`src/rtl/shared_pkg.sv`:
```
// Shared types for the FIFO traffic generator.
// Mode and state encodings plus the LFSR feedback mask.
package shared_pkg;

  typedef enum logic [1:0] {
    FILL,
    DRAIN,
    ALTERNATE,
    RANDOM
  } gen_mode_e;

  typedef enum logic [1:0] {
    IDLE,
    RUN,
    FLUSH,
    DONE
  } gen_state_e;

  // x^32 + x^22 + x^2 + x + 1, right-shifting Galois form
  localparam logic [31:0] LFSR_TAPS = 32'h8020_0003;

endpackage

```
`src/rtl/lfsr32.sv`:
```
// 32-bit Galois LFSR used as the data and random-op source.
// Loads seed on reset, steps once per enabled cycle.
module lfsr32
  import shared_pkg::*;
(
  input  logic        clk,
  input  logic        rst_n,
  input  logic        en,
  input  logic [31:0] seed,
  output logic [31:0] q
);

  // shift right, fold feedback into the tap positions
  always_ff @(posedge clk or negedge rst_n) begin
    if (!rst_n) begin
      q <= seed;
    end else if (en) begin
      q <= {1'b0, q[31:1]} ^ ({32{q[0]}} & LFSR_TAPS);
    end
  end

endmodule

```
`src/rtl/fifo_traffic_gen.sv`:
```
// Active stimulus source for the synchronous FIFO write/read ports.
// Each op slot's enables are registered, so slot k drives the FIFO in RUN cycle k.
module fifo_traffic_gen
  import shared_pkg::*;
#(
  parameter int          FIFO_WIDTH = 16,
  parameter int          CNT_W      = 16,
  parameter logic [31:0] LFSR_SEED  = 32'hACE1_2468
) (
  input  logic                  clk,
  input  logic                  rst_n,
  input  logic                  start,
  input  logic [1:0]            mode,
  input  logic [CNT_W-1:0]      num_ops,
  input  logic                  allow_ovf,
  input  logic                  flush_end,
  input  logic                  full,
  input  logic                  almostfull,
  input  logic                  empty,
  input  logic                  almostempty,
  input  logic                  wr_ack,
  output logic [FIFO_WIDTH-1:0] data_in,
  output logic                  wr_en,
  output logic                  rd_en,
  output logic                  busy,
  output logic                  done,
  output logic [CNT_W-1:0]      wr_count,
  output logic [CNT_W-1:0]      rd_count,
  output logic [CNT_W-1:0]      ack_count
);

  gen_state_e       state;
  gen_state_e       state_nxt;
  gen_mode_e        mode_q;
  gen_mode_e        sel_mode;
  logic             allow_q;
  logic             flush_q;
  logic             sel_allow;
  logic [CNT_W-1:0] slots;
  logic             idx_par;
  logic             par;
  logic             accept;
  logic             last;
  logic             draw;
  logic             want_wr;
  logic             want_rd;
  logic             wr_ok;
  logic             rd_ok;
  logic             wr_en_nxt;
  logic             rd_en_nxt;
  logic             busy_nxt;
  logic             done_nxt;
  logic [31:0]      lfsr_q;

  assign accept = (state == IDLE) & start;
  assign last   = (state == RUN) & (slots == CNT_W'(1));

  // steps on every drawn slot, including slot 0 at start
  lfsr32 u_lfsr (
    .clk   (clk),
    .rst_n (rst_n),
    .en    (draw | (state == RUN)),
    .seed  (LFSR_SEED),
    .q     (lfsr_q)
  );

  // state register
  always_ff @(posedge clk or negedge rst_n) begin
    if (!rst_n) state <= IDLE;
    else        state <= state_nxt;
  end

  // next-state logic
  always_comb begin
    state_nxt = state;
    unique case (state)
      IDLE: begin
        if (start) begin
          state_nxt = (num_ops == '0) ? DONE : RUN;
        end
      end
      RUN: begin
        if (last) state_nxt = flush_q ? FLUSH : DONE;
      end
      FLUSH: begin
        if (empty & ~rd_en) state_nxt = DONE;
      end
      DONE:    state_nxt = IDLE;
      default: state_nxt = IDLE;
    endcase
  end

  // per-slot request, flag gating and next registered outputs
  always_comb begin
    sel_mode  = mode_q;
    sel_allow = allow_q;
    par       = ~idx_par;
    draw      = 1'b0;
    want_wr   = 1'b0;
    want_rd   = 1'b0;
    if (state == IDLE) begin
      sel_mode  = gen_mode_e'(mode);
      sel_allow = allow_ovf;
      par       = 1'b0;
      draw      = start & (num_ops != '0);
    end else if (state == RUN) begin
      draw = ~last;
    end
    unique case (sel_mode)
      FILL:  want_wr = 1'b1;
      DRAIN: want_rd = 1'b1;
      ALTERNATE: begin
        want_wr = ~par;
        want_rd = par;
      end
      RANDOM: begin
        want_wr = lfsr_q[0];
        want_rd = lfsr_q[1];
      end
      default: ;
    endcase
    wr_ok = sel_allow
          | (~full & ~(almostfull & wr_en & ~rd_en));
    rd_ok = sel_allow
          | (~empty & ~(almostempty & rd_en & ~wr_en));
    wr_en_nxt = draw & want_wr & wr_ok;
    rd_en_nxt = (draw & want_rd & rd_ok)
              | ((state == FLUSH) & ~empty & rd_ok);
    busy_nxt  = (state_nxt == RUN) | (state_nxt == FLUSH);
    done_nxt  = (state_nxt == DONE);
  end

  // registered FIFO-facing and status outputs
  always_ff @(posedge clk or negedge rst_n) begin
    if (!rst_n) begin
      wr_en   <= 1'b0;
      rd_en   <= 1'b0;
      busy    <= 1'b0;
      done    <= 1'b0;
      data_in <= '0;
    end else begin
      wr_en <= wr_en_nxt;
      rd_en <= rd_en_nxt;
      busy  <= busy_nxt;
      done  <= done_nxt;
      if (wr_en_nxt) data_in <= lfsr_q[FIFO_WIDTH-1:0];
    end
  end

  // latched command and slot bookkeeping
  always_ff @(posedge clk or negedge rst_n) begin
    if (!rst_n) begin
      mode_q  <= FILL;
      allow_q <= 1'b0;
      flush_q <= 1'b0;
      slots   <= '0;
      idx_par <= 1'b0;
    end else if (accept) begin
      mode_q  <= gen_mode_e'(mode);
      allow_q <= allow_ovf;
      flush_q <= flush_end;
      slots   <= num_ops;
      idx_par <= 1'b0;
    end else if (state == RUN) begin
      slots   <= slots - CNT_W'(1);
      idx_par <= ~idx_par;
    end
  end

  // saturating run statistics, cleared by an accepted start
  always_ff @(posedge clk or negedge rst_n) begin
    if (!rst_n) begin
      wr_count  <= '0;
      rd_count  <= '0;
      ack_count <= '0;
    end else if (accept) begin
      wr_count  <= CNT_W'(wr_en_nxt);
      rd_count  <= CNT_W'(rd_en_nxt);
      ack_count <= '0;
    end else begin
      if (wr_en_nxt && (wr_count != '1)) begin
        wr_count <= wr_count + CNT_W'(1);
      end
      if (rd_en_nxt && (rd_count != '1)) begin
        rd_count <= rd_count + CNT_W'(1);
      end
      if (wr_ack && (state != IDLE) && (ack_count != '1)) begin
        ack_count <= ack_count + CNT_W'(1);
      end
    end
  end

endmodule

```
`config.mk`:
```
export PLATFORM = sky130hd
export DESIGN_NAME = fifo_traffic_gen
export DESIGN_NICKNAME = d
export VERILOG_FILES = /design/src/rtl/shared_pkg.sv /design/src/rtl/lfsr32.sv /design/src/rtl/fifo_traffic_gen.sv
export SDC_FILE = /design/constraint.sdc
export NUM_CORES = 1
export LEC_CHECK = 0
export ABC_AREA = 1
export CAP_MARGIN = 40
export CORE_UTILIZATION = 59
export CTS_CLUSTER_DIAMETER = 50
export DETAILED_ROUTE_END_ITERATION = 10
export GPL_ROUTABILITY_DRIVEN = 0
export GPL_TIMING_DRIVEN = 0
export HOLD_SLACK_MARGIN = 0.03
export PLACE_DENSITY = 0.86
export SYNTH_ARGS = -nofsm -noshare
export SYNTH_HDL_FRONTEND = slang
export SYNTH_SLANG_ARGS = --single-unit
export TNS_END_PERCENT = 5
```
`constraint.sdc`:
```
create_clock -name clk -period 2.5 [get_ports clk]
set_input_delay 0.75 -clock clk [delete_from_list [all_inputs] [get_ports clk]]
set_output_delay 0.75 -clock clk [all_outputs]
set_load 0.1 [all_outputs]
```
# Yosys cells after proc, flatten, opt, wreduce, memory -nomap -nowiden
# Index checks and enable logic that the tools add are counted.
totals:
  regBits: 123
  in_bits: 28
  out_inout_bits: 68
  word_cells: 99
op_classes:
  add_sub_neg: 4
  n_eq_ne: 13
  muxes: 23
  bitwise_logic: 31
  reduce_logical: 13
ops:
  columns: ["cell", "n"]
  rows:
  - ["16-bit 2-to-1 mux", 8]
  - ["16-bit by 1-bit adder with 16-bit output (second input constant)", 3]
  - ["16-bit inequality test (second input constant)", 3]
  - ["31-bit by 32-bit XOR with 32-bit output", 1]
  - ["1-bit bitwise AND", 16]
  - ["16-bit by 1-bit equality test with 1-bit output (second input constant)", 1]
  - ["16-bit zero test", 1]
  - ["16-bit nonzero test", 1]
  - ["16-bit by 1-bit subtractor with 16-bit output (second input constant)", 1]
  - ["2-bit equality test (second input constant)", 6]
  - ["2-bit 2-to-1 mux", 5]
  - ["2-bit nonzero test", 5]
  - ["1-bit inverter", 9]
  - ["2-bit one-hot mux with 4 select lines", 1]
  - ["1-bit 2-to-1 mux", 7]
  - ["2-bit by 1-bit equality test with 1-bit output (second input constant)", 3]
  - ["1-bit one-hot mux with 3 select lines", 2]
  - ["1-bit bitwise OR", 5]
  - ["1-bit logical AND", 4]
  - ["2-bit zero test", 2]

# Logic depth before layout (Yosys ltp)
logic_depth:
  ltp_word: 11
  depth_mapped: 14
  depth_no_buf: 13

# Worst setup path after synthesis
# Ideal clock, no wire load.
synth_timing:
  kind: "register to register"
  startpoint: "register rd_count[0]"
  endpoint: "register rd_count[9]"
  setup_time_ps: 69
  arrival_ps: 2420
  required_time_ps: 2431
  setup_slack_ps: 11
  stages_incl_launch_ff: 11
  path_buffers: 1
  synth_period_minus_slack_ps: 2489
  path_cell_list: "dfrtp_1 ha_1 nand2_1 nor3b_4 nand2_2 nor2_2 nand2_2 nand3_2 buf_4 nand3_1 nand2_1"
synth_via:
  elab_chain_len: 3
  elab_cells_between_ends: 6
  classes_between: "add/sub: 1; eq/ne: 1; mux: 2; reduce/logical: 2"
synth_rtl:
  columns: ["element", "line", "rtl"]
  rows:
  - ["from (decl)", "fifo_traffic_gen.sv:28", "output logic [CNT_W-1:0] rd_count,"]
  - ["from (signal assigned)", "fifo_traffic_gen.sv:178", "rd_count <= CNT_W'(rd_en_nxt);"]
  - ["from (signal assigned)", "fifo_traffic_gen.sv:185", "rd_count <= rd_count + CNT_W'(1);"]
  - ["16-bit by 1-bit adder with 16-bit output or 16-bit inequality test (tied branches)", "fifo_traffic_gen.sv:185, fifo_traffic_gen.sv:184", null]
  - ["16-bit 2-to-1 mux or 1-bit logical AND (tied branches)", "fifo_traffic_gen.sv:184", "if (rd_en_nxt && (rd_count != '1)) begin"]
  - ["16-bit 2-to-1 mux or 2-bit nonzero test (tied branches)", null, null]
# Several ways; a longest one is shown, not always the timed one. The select of a mux whose other input is x is not followed.
# A chain may end at the register's enable or synchronous reset.

# Worst setup path in the final report
layout_timing:
  startpoint: "input start"
  endpoint: "register busy"
layout_via:
  elab_chain_len: 4
  elab_cells_between_ends: 5
  classes_between: "eq/ne: 2; mux: 2; bitwise: 1"
layout_rtl:
  columns: ["element", "line", "rtl"]
  rows:
  - ["from (decl)", "fifo_traffic_gen.sv:12", "input logic start,"]
  - ["2-bit 2-to-1 mux (*)", "fifo_traffic_gen.sv:78", "if (start) begin"]
  - ["2-bit one-hot mux with 4 select lines (*)", "fifo_traffic_gen.sv:76", "unique case (state)"]
  - ["via state_nxt[0]", "fifo_traffic_gen.sv:33", "gen_state_e state_nxt;"]
  - ["2-bit by 1-bit equality test with 1-bit output or 2-bit equality test (tied branches)", "fifo_traffic_gen.sv:129", "busy_nxt = (state_nxt == RUN) | (state_nxt == FLUSH);"]
  - ["1-bit bitwise OR (*)", "fifo_traffic_gen.sv:129", null]
  - ["via busy_nxt", "fifo_traffic_gen.sv:51", "logic busy_nxt;"]
  - ["to (signal assigned)", "fifo_traffic_gen.sv:144", "busy <= busy_nxt;"]
  - ["to (decl)", "fifo_traffic_gen.sv:25", "output logic busy,"]
# Mark *: on every way through the listed nets, which the timed path passes. The rest lies on a longest branch.

==> impl_metrics.csv <==
group,metric,value,unit
drt,drcViolationCount,0,
global_route,met2_usage,67.6,%
floorplanning,die_y,106,um
logic_synthesis,yosysSeqAreaShare,48.3,%
run_status,violations,"setup timing",
timing,fin_crit_sh,103,%
pwr,p_leak,4.46,nW
floorplanning,initial_core_util,61.5,%
cts,cts_buffers,17,
floorplanning,fp.dieW,106,um
pwr,power_density,1170,nW/um2
logic_synthesis,synth_cell_type_count,40,
global_route,grt_pass1_vias,7124,
worst_setup_path,worstPathArrival,3.00,ns
timing,drv_slew,0,
layout,drive_gt1_share,18.8,%
drt,dr_total_vias,7000,
logic_synthesis,ys_warn_count,0,
timing,setup_ws,-0.0829,ns
layout,n_fill_cell,452,
cts,cts_htree_levels,4,
drt,ant_nets,0,
cts,cts.clk_slew.worst_paths,0.07,ns
drt,detail_route.wirelength,22.7,mm
global_route,top_usage_layer,"met2",
worst_setup_path,r2r_cells,6,
hold_path,min_path_type,"input port to asynchronous set/reset pin",
logic_synthesis,synth_area_per_cell,8.16,um2
logic_synthesis,yosysTopAreaCellShare,42.9,%
global_route,grt_antenna_before_repair,0,
logic_synthesis,synth_commonest_cells,"213 x nand2_1, 110 x dfrtp_1, 77 x nor2_1",
worst_setup_path,cp-start-kind,"input port",
logic_synthesis,synth_flop_cell,"dfrtp_1",
run,max-cap-violations,0,
timing,hold_viol,0,
cts,clkSinkCount,123,
layout,finish.utilization,89.2,%
cts,cts_tree,"yes",
placement,placed_area,8580,um2
worst_setup_path,critPathRequiredTime,2.92,ns
placement,io_buffers,95,
floorplanning,ios,96,
placement,dp_hpwl,13.6,mm
worst_setup_path,end_kind,"register",
timing,relSlewSlack,54.2,%
timing,setup_viol,5,
layout,syn_to_final_growth,44.9,%
floorplanning,rows,37,
drt,firstDrtPassIters,8,
run_status,status,"finished with violations",
worst_setup_path,crit_start,"start",
global_route,grt_usage,39.9,%
timing,setup_tns,-0.155,ns
timing,rsz0062_at_grt,"true",
layout,antenna_cells,0,
layout,nNetsFinal,1003,
pwr,irDropWorstVdd,1.30,mV
floorplanning,core_area,10400,um2
worst_setup_path,regToRegStartpoint,"state[1]$_DFF_PN0_",
cts,clk_path_buf_depth,2,
placement,dp.cells,1086,
logic_synthesis,synth_area_leaders,"dfrtp_1 43%, nand2_1 12%, nand3_1 5.6%",
drt,drt_iter0_drc,1002,
logic_synthesis,synth_most_common_cell,"nand2_1",
drt,viasPerCell,6.26,
logic_synthesis,synth_area,6410,um2
global_route,grt_max_degree,76,
logic_synthesis,synth_top_cell_by_area,"dfrtp_1",
global_route,grt_pass1_wl,34.6,mm
timing,worstMarginPinSlew,0.687,ns
global_route,grt_use_met1,44.6,%
cts,clock_latency,0.53,ns
logic_synthesis,syn_nets,820,
global_route,gr-usage-met3,9.63,%
drt,wl_per_cell,20.3,um
global_route,grt_overflow_total,0,
cts,root_buffer,"clkbuf_8",
worst_setup_path,path_class,"input port to register",
worst_setup_path,path_max_fanout,10,
floorplanning,die-area,11300,um2
logic_synthesis,synth_edf_count,0,
timing,min_period,2.58,ns
logic_synthesis,synth_cells,786,
timing,clock.fmax,0.387,GHz
layout,stdcell_count,1118,
logic_synthesis,ys_ff_latch,123,
timing,whs,0.145,ns
timing,finClkSkew,0.0107,ns
cts,hold_buffers,0,
layout,postLayoutCellArea,9290,um2
logic_synthesis,async_flop_share,100,%
-- sequential cells by signal, summed over array words and instances, names as in the netlist --
signal,cells
ack_count,16
allow_q,1
u_lfsr.q,32
rd_count,16
flush_q,1
mode_q,2
state,2
rd_en,1
done,1
slots,16
data_in,16
idx_par,1
busy,1
wr_count,16
wr_en,1
-- layout by cell type, fill, tap and decap left out, drive strengths merged, types with 2 or more instances in the layout --
cell	count
dfstp	13
mux2	14
nand3b	3
o221ai	3
buf	80
nand3	74
clkdlybuf4s50	83
nand2	221
o21ai	50
ha	6
nor3	16
xnor2	11
dlymetal6s2s	10
inv	83
a21oi	10
nor3b	2
xor2	31
nor2	80
nor4	2
o31ai	3
dfrtp	110
o211ai	7
clkbuf	34
nand4	28
clkinv	3
-- cell families (layout without fill, tap and decap cells) --
group	after synthesis	count (layout)	synth area share, %
simple gates	427	427	29.5
flops	123	123	48.3
fa+ha+maj	6	6	1.17
xor+xnor	42	42	5.74
compound gates	76	76	6.71
mux	14	14	2.46
buf+inv	98	294	6.11
-- layout make-up --
type	count	area, um2	area share [%]
Sequential cell	123	3130	33.7
Multi-Input combinational cell	565	2920	31.5
Timing Repair Buffer	164	2090	22.5
Clock buffer	17	414	4.46
Inverter	71	267	2.87
Tap cell	136	170	1.83
Clock inverter	15	164	1.76
Buffer	27	126	1.36
-- final timing paths --
path / endpoint / slack [ns]
max: busy$_DFF_PN0_ / -0.08
min: slots[13]$_DFFE_PN0P_ / 0.15
max reg2reg: busy$_DFF_PN0_ / 0.06
min reg2reg: data_in[7]$_DFFE_PN0P_ / 0.49
max in group asynchronous: u_lfsr.q[21]$_DFFE_PN1P_ / 1.57
min in group clk: data_in[7]$_DFFE_PN0P_ / 0.49
-- timing repair --
item	in CTS	in global routing
setup buffers	0	0
resized for setup	19	36
setup endpoints to repair	19	27
pin swaps	0	0
-- report_power, final --
| group | internal, mW | total [mW] | switching [mW] | leakage, nW |
|---|---|---|---|---|
| combinational | 1.80 | 5.07 | 3.26 | 2.71 |
| sequential | 2.73 | 3.37 | 0.639 | 1.47 |
| clock | 1.30 | 2.42 | 1.12 | 0.287 |
-- per-stage QoR --
step                setup WS, ns  power, mW
finish                   -0.0829       10.9
global route              -0.118       11.2
CTS                     0.000464       10.7
detailed placement        -0.573       8.17
global placement           -3.91       7.11
floorplan                 0.0110       6.20
-- layer usage --
layer | up-vias | routed length (um) | part of all wire, %
li1 | 2948 | - | -
met1 | 3300 | 7700 | 34
met2 | 568 | 11400 | 50
met3 | 184 | 2230 | 9.8
met4 | 0 | 1460 | 6.4
met5 | - | 0 | 0
-- critical path: stages --
cell             delay (ns)
clkdlybuf4s50_1        0.51
nand2_4                0.18
clkbuf_1               0.55
clkbuf_2               0.44
o2111ai_1              0.23
ha_1                   0.33
(Power assumes the default switching activity.)
